**config.mk**
```make
export PLATFORM = sky130hd
export DESIGN_NAME = enc_dec_core
export DESIGN_NICKNAME = d
export VERILOG_FILES = /design/src/rtl/enc_dec_core.sv
export SDC_FILE = /design/constraint.sdc
export NUM_CORES = 1
export LEC_CHECK = 0
export CORE_MARGIN = 2
export CORE_UTILIZATION = 47
export DETAILED_ROUTE_END_ITERATION = 8
export PLACE_DENSITY = 0.67
export SYNTH_ARGS = -nofsm -noshare
export SYNTH_HDL_FRONTEND = slang
export SYNTH_SLANG_ARGS = --single-unit
```
**constraint.sdc**
```tcl
create_clock -name clk -period 8.5 [get_ports clk]
set_clock_uncertainty 0.05 [all_clocks]
set_input_delay 2.55 -clock clk [delete_from_list [all_inputs] [get_ports clk]]
set_output_delay 2.55 -clock clk [all_outputs]
set_load 0.1 [all_outputs]
```
**src/rtl/enc_dec_core.sv**
```systemverilog
// Sequential extended-Hamming (SECDED) encode/decode engine for 8/16/32-bit codewords.
// One request at a time: capture, encode and/or decode, then a single-cycle done pulse.
module enc_dec_core #(
    parameter int AMBA_WORD = 32
) (
    input  logic                 clk,
    input  logic                 rst,
    input  logic                 start,
    input  logic [1:0]           ctrl,
    input  logic [AMBA_WORD-1:0] data_in,
    input  logic [1:0]           codeword_width,
    input  logic [AMBA_WORD-1:0] noise,
    output logic [AMBA_WORD-1:0] data_out,
    output logic [1:0]           num_of_errors,
    output logic                 operation_done,
    output logic                 busy
);

    typedef enum logic [1:0] {
        IDLE = 2'b00,
        ENC  = 2'b01,
        DEC  = 2'b10,
        DONE = 2'b11
    } state_t;

    // Column value of data bit i: the i-th integer >= 3 that is not a power of two.
    // The list is prefix-consistent, so the 8- and 16-bit codes use its first 4 / 11 entries.
    localparam logic [4:0] COL [26] = '{
        5'd3,  5'd5,  5'd6,  5'd7,  5'd9,  5'd10, 5'd11, 5'd12, 5'd13,
        5'd14, 5'd15, 5'd17, 5'd18, 5'd19, 5'd20, 5'd21, 5'd22, 5'd23,
        5'd24, 5'd25, 5'd26, 5'd27, 5'd28, 5'd29, 5'd30, 5'd31
    };

    // XOR of the column values of all set data bits equals the vector of parity bits.
    function automatic logic [4:0] calc_parity(input logic [25:0] d);
        logic [4:0] par;
        par = '0;
        for (int i = 0; i < 26; i++) begin
            if (d[i]) par = par ^ COL[i];
        end
        return par;
    endfunction

    function automatic logic [25:0] data_mask(input logic [1:0] w);
        logic [25:0] m;
        case (w)
            2'b00:   m = 26'h000_000F;
            2'b01:   m = 26'h000_07FF;
            default: m = 26'h3FF_FFFF;
        endcase
        return m;
    endfunction

    function automatic logic [31:0] width_mask(input logic [1:0] w);
        logic [31:0] m;
        case (w)
            2'b00:   m = 32'h0000_00FF;
            2'b01:   m = 32'h0000_FFFF;
            default: m = 32'hFFFF_FFFF;
        endcase
        return m;
    endfunction

    function automatic logic [31:0] encode(input logic [25:0] d, input logic [1:0] w);
        logic [25:0] dm;
        logic [4:0]  par;
        logic [31:0] cw;
        dm  = d & data_mask(w);
        par = calc_parity(dm);
        case (w)
            2'b00:   cw = {24'b0, ^{dm[3:0], par[2:0]}, par[2:0], dm[3:0]};
            2'b01:   cw = {16'b0, ^{dm[10:0], par[3:0]}, par[3:0], dm[10:0]};
            default: cw = {^{dm, par}, par, dm};
        endcase
        return cw;
    endfunction

    // Returns {errors, zero-extended data}. Bits above the codeword width are ignored.
    function automatic logic [33:0] decode(input logic [31:0] r, input logic [1:0] w);
        logic [25:0] dat;
        logic [4:0]  rp;
        logic [4:0]  syn;
        logic        ov;
        logic [1:0]  err;
        case (w)
            2'b00: begin
                dat = {22'b0, r[3:0]};
                rp  = {2'b0, r[6:4]};
                ov  = ^r[7:0];
            end
            2'b01: begin
                dat = {15'b0, r[10:0]};
                rp  = {1'b0, r[14:11]};
                ov  = ^r[15:0];
            end
            default: begin
                dat = r[25:0];
                rp  = r[30:26];
                ov  = ^r;
            end
        endcase
        syn = calc_parity(dat) ^ rp;
        if (ov) begin
            // Syndromes of zero or a power of two point at parity bits; no column matches them.
            err = 2'b01;
            for (int i = 0; i < 26; i++) begin
                if (COL[i] == syn) dat[i] = ~dat[i];
            end
        end else if (syn != 5'd0) begin
            err = 2'b10;
        end else begin
            err = 2'b00;
        end
        return {err, 6'b0, dat};
    endfunction

    state_t      state;
    logic [1:0]  ctrl_q;
    logic [1:0]  width_q;
    logic [31:0] data_q;
    logic [31:0] noise_q;
    logic [31:0] cw_p0;

    logic [31:0] enc_cw;
    logic [31:0] dec_src;
    logic [33:0] dec_res;

    assign enc_cw  = encode(data_q[25:0], width_q);
    assign dec_src = (ctrl_q == 2'b10) ? cw_p0 : data_q;
    assign dec_res = decode(dec_src, width_q);

    always_ff @(posedge clk or negedge rst) begin
        if (!rst) begin
            state          <= IDLE;
            ctrl_q         <= '0;
            width_q        <= '0;
            data_q         <= '0;
            noise_q        <= '0;
            cw_p0          <= '0;
            data_out       <= '0;
            num_of_errors  <= '0;
            operation_done <= 1'b0;
            busy           <= 1'b0;
        end else begin
            operation_done <= 1'b0;
            case (state)
                IDLE: begin
                    if (start) begin
                        ctrl_q  <= ctrl;
                        width_q <= codeword_width;
                        data_q  <= data_in;
                        noise_q <= noise;
                        busy    <= 1'b1;
                        state   <= (ctrl == 2'b00 || ctrl == 2'b10) ? ENC : DEC;
                    end
                end
                // Encode stage: either finish here or feed the noisy codeword to decode.
                ENC: begin
                    if (ctrl_q == 2'b10) begin
                        cw_p0 <= enc_cw ^ (noise_q & width_mask(width_q));
                        state <= DEC;
                    end else begin
                        data_out       <= enc_cw;
                        num_of_errors  <= 2'b00;
                        operation_done <= 1'b1;
                        state          <= DONE;
                    end
                end
                // Decode stage: result registers load on entry to DONE.
                DEC: begin
                    data_out       <= dec_res[31:0];
                    num_of_errors  <= dec_res[33:32];
                    operation_done <= 1'b1;
                    state          <= DONE;
                end
                DONE: begin
                    busy  <= 1'b0;
                    state <= IDLE;
                end
                default: begin
                    state <= IDLE;
                end
            endcase
        end
    end

endmodule

```
# After elaboration in Yosys (flattened, before gate mapping)
# Cells that the tools add are included.
op_classes:
  addsub: 0
  n_mul: 0
  div_mod_pow: 0
  n_lt_le_gt_ge: 0
  eq_ne: 34
  n_shift: 0
  muxes: 102
  n_bitwise: 80
  reduce_logical: 17
ops:
  columns: ["cell", "count"]
  rows:
  - ["32-bit one-hot mux with 2 select lines", 3]
  - ["5-bit 2-to-1 mux", 30]
  - ["32-bit 2-to-1 mux", 4]
  - ["26-bit one-hot mux with 2 select lines", 2]
  - ["5-bit == test, first input constant", 15]
  - ["3-bit inverter", 20]
  - ["4-bit 2-to-1 mux", 14]
  - ["4-bit inverter", 10]
  - ["2-bit inverter", 18]
  - ["4-bit by 5-bit == test with 1-bit output, first input constant", 7]
  - ["32-bit AND", 1]
  - ["32-bit parity", 1]
  - ["32-bit bitwise XOR", 1]
  - ["31-bit parity", 1]
  - ["1-bit 2-to-1 mux", 29]
  - ["26-bit AND", 1]
  - ["26-bit 2-to-1 mux", 1]
  - ["1-bit inverter", 26]
  - ["3-bit 2-to-1 mux", 6]
  - ["16-bit parity", 1]
  - ["3-bit by 5-bit == test with 1-bit output, first input constant", 3]
  - ["15-bit parity", 1]
  - ["2-bit 2-to-1 mux", 7]
  - ["5-bit inverter", 2]
  - ["16 further kinds", 29]
word_totals:
  ff_bits: 138
  latchBits: 0
  ram_bits: 0
  rom_bits: 0
  out_inout_bits: 36
  wordCells: 243
  memories: 0

# Logic depth before layout (Yosys ltp)
depth:
  ltp_word: 59
  mapped_depth: 13

# Worst setup path after synthesis
# OpenSTA, ideal clock, no wires.
synth_timing:
  kind: "input to register"
  startpoint: "in start"
  endpoint: "reg ctrl_q[0]"
  setup_time_ps: 125
  arrival_ps: 3718
  required_time_ps: 8325
  setup_slack_ps: 4607
  stages: 4
  cell_sequence: "nand2_1 > buf_1 > buf_1 > mux2_2"
synth_via:
  elab_chain_cells: 1
synth_rtl:
  columns: ["item", "line_no", "text"]
  rows:
  - ["start, declared", "8", "input logic start,"]
  - ["2-bit AND reduction (no line)", null, null]
  - ["end signal, assigned", "149", "ctrl_q <= ctrl;"]
  - ["end, declared", "118", "logic [1:0] ctrl_q;"]
# Every way passes these cells.
# A chain may end at the register's enable or synchronous reset.

# Worst setup path in the final report
layout_timing:
  startpoint: "reg data_out[24]"
  endpoint: "out data_out[24]"
layout_rtl:
  columns: ["item", "line_no", "text"]
  rows:
  - ["start, declared", "13", "output logic [AMBA_WORD-1:0] data_out,"]
  - ["start signal, assigned", "163", "data_out <= enc_cw;"]
  - ["start signal, assigned", "171", "data_out <= dec_res[31:0];"]
# No word-level cell between the ends.

==> impl_results.md <==
* RSZ-0062 raised after global routing: false
* Critical path required time at 5.90 ns
* Mapped Cells at 837
* Number of global-route vias before repair at 6,439
* Post-synth ARST share at 100.0%
* Overflow after GRT at 0
* Fin crit period at 4.600 ns
* Syn nets at 912
* Length in cells of the worst reg-to-reg path at 11
* Worst Tran Pin Value at 1.033 ns
* Sum Neg Setup Slack at 0 ns
* Final hold violations at 0
* Wire per inst at 19.19 um
* EDFF count, synth at 0
* Root Buffer: clkbuf_16
* Row cnt at 49
* Register area share after synthesis at 40.15%
* Critical path depth at 1
* Slew Limit Headroom at 31.14%
* Crit path launch: data_out[24]
* I/O pin total at 107
* Total Nets Final at 984
* Count of cell types in the netlist at 54
* H-Tree Level Count at 4
* DR pass1 iterations at 4
* Critical R2R Launch: ctrl_q[0]
* Syn_area_per_cell at 10.28 um^2
* Initial Util at 47.89%
* Antenna Cells at 0
* CTS tree: built
* Total GRT Usage at 23.58%
* Worst path cell trace: clkdlybuf4s50_1
* Iteration-0 DRC Markers at 403
* CP delay by family, top: buffers and inverters
* CTS Buffer Depth at 2
* Worst setup EP type: output pin
* TritonCTS Buffers at 17
* Setup bufs post-CTS at 0
* First-pass GRT wire length at 35,960 um
* Pin count of the biggest net entering global routing at 72
* Yosys synthesis warning count at 0
* Clk_lat worst skew at 0.43 ns
* Area Growth Syn to Fin at 20.44%
* Flop2flop setup slack at 4.56 ns
* Achievable frequency at 217.4 MHz
* Slack of the critical path at 3.900 ns
* Crit start category: flip-flop
* Post-CTS Resized at 0
* Pins Over Slew Limit at 0
* Die ar. at 0.01940 mm^2
* CP max FO at 2
* Count of buffer and inverter cells on the critical path at 1
* Core ar. at 0.01796 mm^2
* Reg clk slew, reported paths at 0.07 ns
* Gp weighted congestion at 0.8829
* Yosys reg bits at 138
* Clk sinks at 138
* DP Worst Slack at 4.031 ns
* CTS Hold Bufs at 0
* Die Height at 139.3 um
* CP Class: flip-flop to output pin
* R2R Path End: data_out[4]
* Layout cells sized above 1 at 14.97%
* Hold Path Class: flip-flop to flip-flop
* Total Wirelength at 22,090 um
* Initial antenna violation count at 0
* CP peak stage delay at 1.17 ns
* Final setup vio count at 0
* Part of the cycle the worst path needs at 54.12%
* Drt drc at 0
* Vias/cell at 5.521
* Crit path DAT at 2.00 ns
* Vias at 6,355
* Hpwl dp at 15,300 um
* Routed Antenna Nets at 0
* Setup crit end: data_out[24]
* Die W at 139.3 um
* Slowest stage cell, crit path: clkdlybuf4s50_1
* Max_cap viols at 0
* Status: finished clean
* Post-Syn Area at 0.008602 mm^2
* Port Buffer Count at 106
* Core Util, Final at 57.67%
* Top FF cell, synth: dfrtp_1
* Non-Filler Instances at 1,151
* Dpl cells at 1,119
-- cell type report --
| cell class | instances | area (um^2) |
|---|---|---|
| multi-input combinational | 631 | 4858 |
| tap | 229 | 286.5 |
| timing repair buffer | 114 | 1122 |
| inverter | 7 | 26.28 |
| clock buffer | 17 | 425.4 |
| fill | 1559 | 7604 |
| sequential | 138 | 3453 |
| clock inverter | 15 | 187.7 |
-- worst min path at each step --
stage | startpoint | depth (start not counted) | end
after floorplan | cw_p0[30] | 2 | cw_p0[30]
after global placement | data_out[31] | 2 | data_out[31]
after detailed placement | data_out[31] | 2 | data_out[31]
after CTS | data_out[31] | 2 | data_out[31]
after global routing | num_of_errors[1] | 2 | num_of_errors[1]
final | data_out[31] | 2 | data_out[31]
-- cells by family (layout without fill, tap and decap cells) --
family          after synthesis  in the layout  share of synthesized area, %
compound gates              143            143                         9.556
xor+xnor                    186            186                         23.13
fa+ha+maj                     4              4                        0.5818
buf+inv                      68            153                         3.462
flops                       138            138                         40.15
mux                          97             97                         12.99
simple gates                201            201                         10.14
-- metal layers --
metal | global-route usage [%] | wire [um]
met5 | 0 | 0
met1 | 33.05 | 9941
met4 | 7.974 | 627
met2 | 36.87 | 10200
met3 | 4.646 | 1318
-- sequential cells by signal, summed over array words and instances, names as in the netlist --
name            cells
state               2
num_of_errors       2
operation_done      1
ctrl_q              2
width_q             2
data_q             32
cw_p0              32
busy                1
noise_q            32
data_out           32
-- layout by cell type (no fill, tap or decap), types with 8 or more instances in the layout --
master | Yosys | layout
a21oi_1 | 47 | 47
buf_4 | 0 | 8
nor2_1 | 37 | 37
o31ai_1 | 14 | 14
nor3_1 | 8 | 8
o21ai_0 | 35 | 35
mux2_2 | 70 | 70
xnor3_1 | 15 | 15
dfrtp_1 | 138 | 138
clkbuf_16 | 0 | 17
xnor2_1 | 114 | 114
and3_1 | 14 | 14
mux2i_1 | 20 | 20
o21ai_1 | 19 | 19
xor2_1 | 44 | 44
clkdlybuf4s50_1 | 0 | 105
nand2_1 | 115 | 114
-- worst register-to-register path, delay by kind of cell (launching register included) --
family	cells	cell delay (ns)
and+or+nand+nor	2	0.64
AOI/OAI and AO/OA	1	0.08
muxes	2	0.65
DFF	1	0.41
xor gates and xnor gates	5	1.46
buffers and inverters	1	0.49
-- Yosys cell counts, types with 2 or more instances --
master / count / area, um^2
dfrtp_1: 138 / 3453
nand2_1: 115 / 431.7
xnor2_1: 114 / 998.5
mux2_2: 70 / 788.3
a21oi_1: 47 / 235.2
xor2_1: 44 / 385.4
nor2_1: 37 / 138.9
o21ai_0: 35 / 175.2
clkbuf_1: 33 / 123.9
mux2i_1: 20 / 200.2
o21ai_1: 19 / 95.09
buf_2: 16 / 80.08
xnor3_1: 15 / 337.8
and3_1: 14 / 87.58
o31ai_1: 14 / 105.1
buf_1: 9 / 33.78
nor3_1: 8 / 40.04
inv_1: 6 / 22.52
xnor2_2: 6 / 97.59
a22oi_1: 5 / 37.54
nand2b_1: 5 / 31.28
nand3_1: 5 / 25.02
o22ai_1: 5 / 31.28
a21oi_2: 4 / 35.03
ha_1: 4 / 50.05
nor4_1: 4 / 25.02
o211ai_1: 4 / 30.03
a31oi_1: 3 / 18.77
buf_6: 3 / 33.78
xnor3_2: 3 / 71.32
xor3_1: 3 / 71.32
a21o_1: 2 / 15.01
mux2i_2: 2 / 27.53
mux2i_4: 2 / 45.04
mux4_2: 2 / 45.04
nor2b_1: 2 / 12.51
or3_1: 2 / 12.51
-- through the flow --
step	area (um^2)	hold slack [ns]
2_1_floorplan	8602	0.4107
3_3_place_gp	9747	0.4062
3_5_place_dp	9747	0.4106
4_1_cts	10360	0.4249
5_1_grt	10360	0.4567
6_report	10360	0.4215
Power is not shown: default switching activity piles up to over one toggle a cycle in this logic, so the estimate is an artifact.
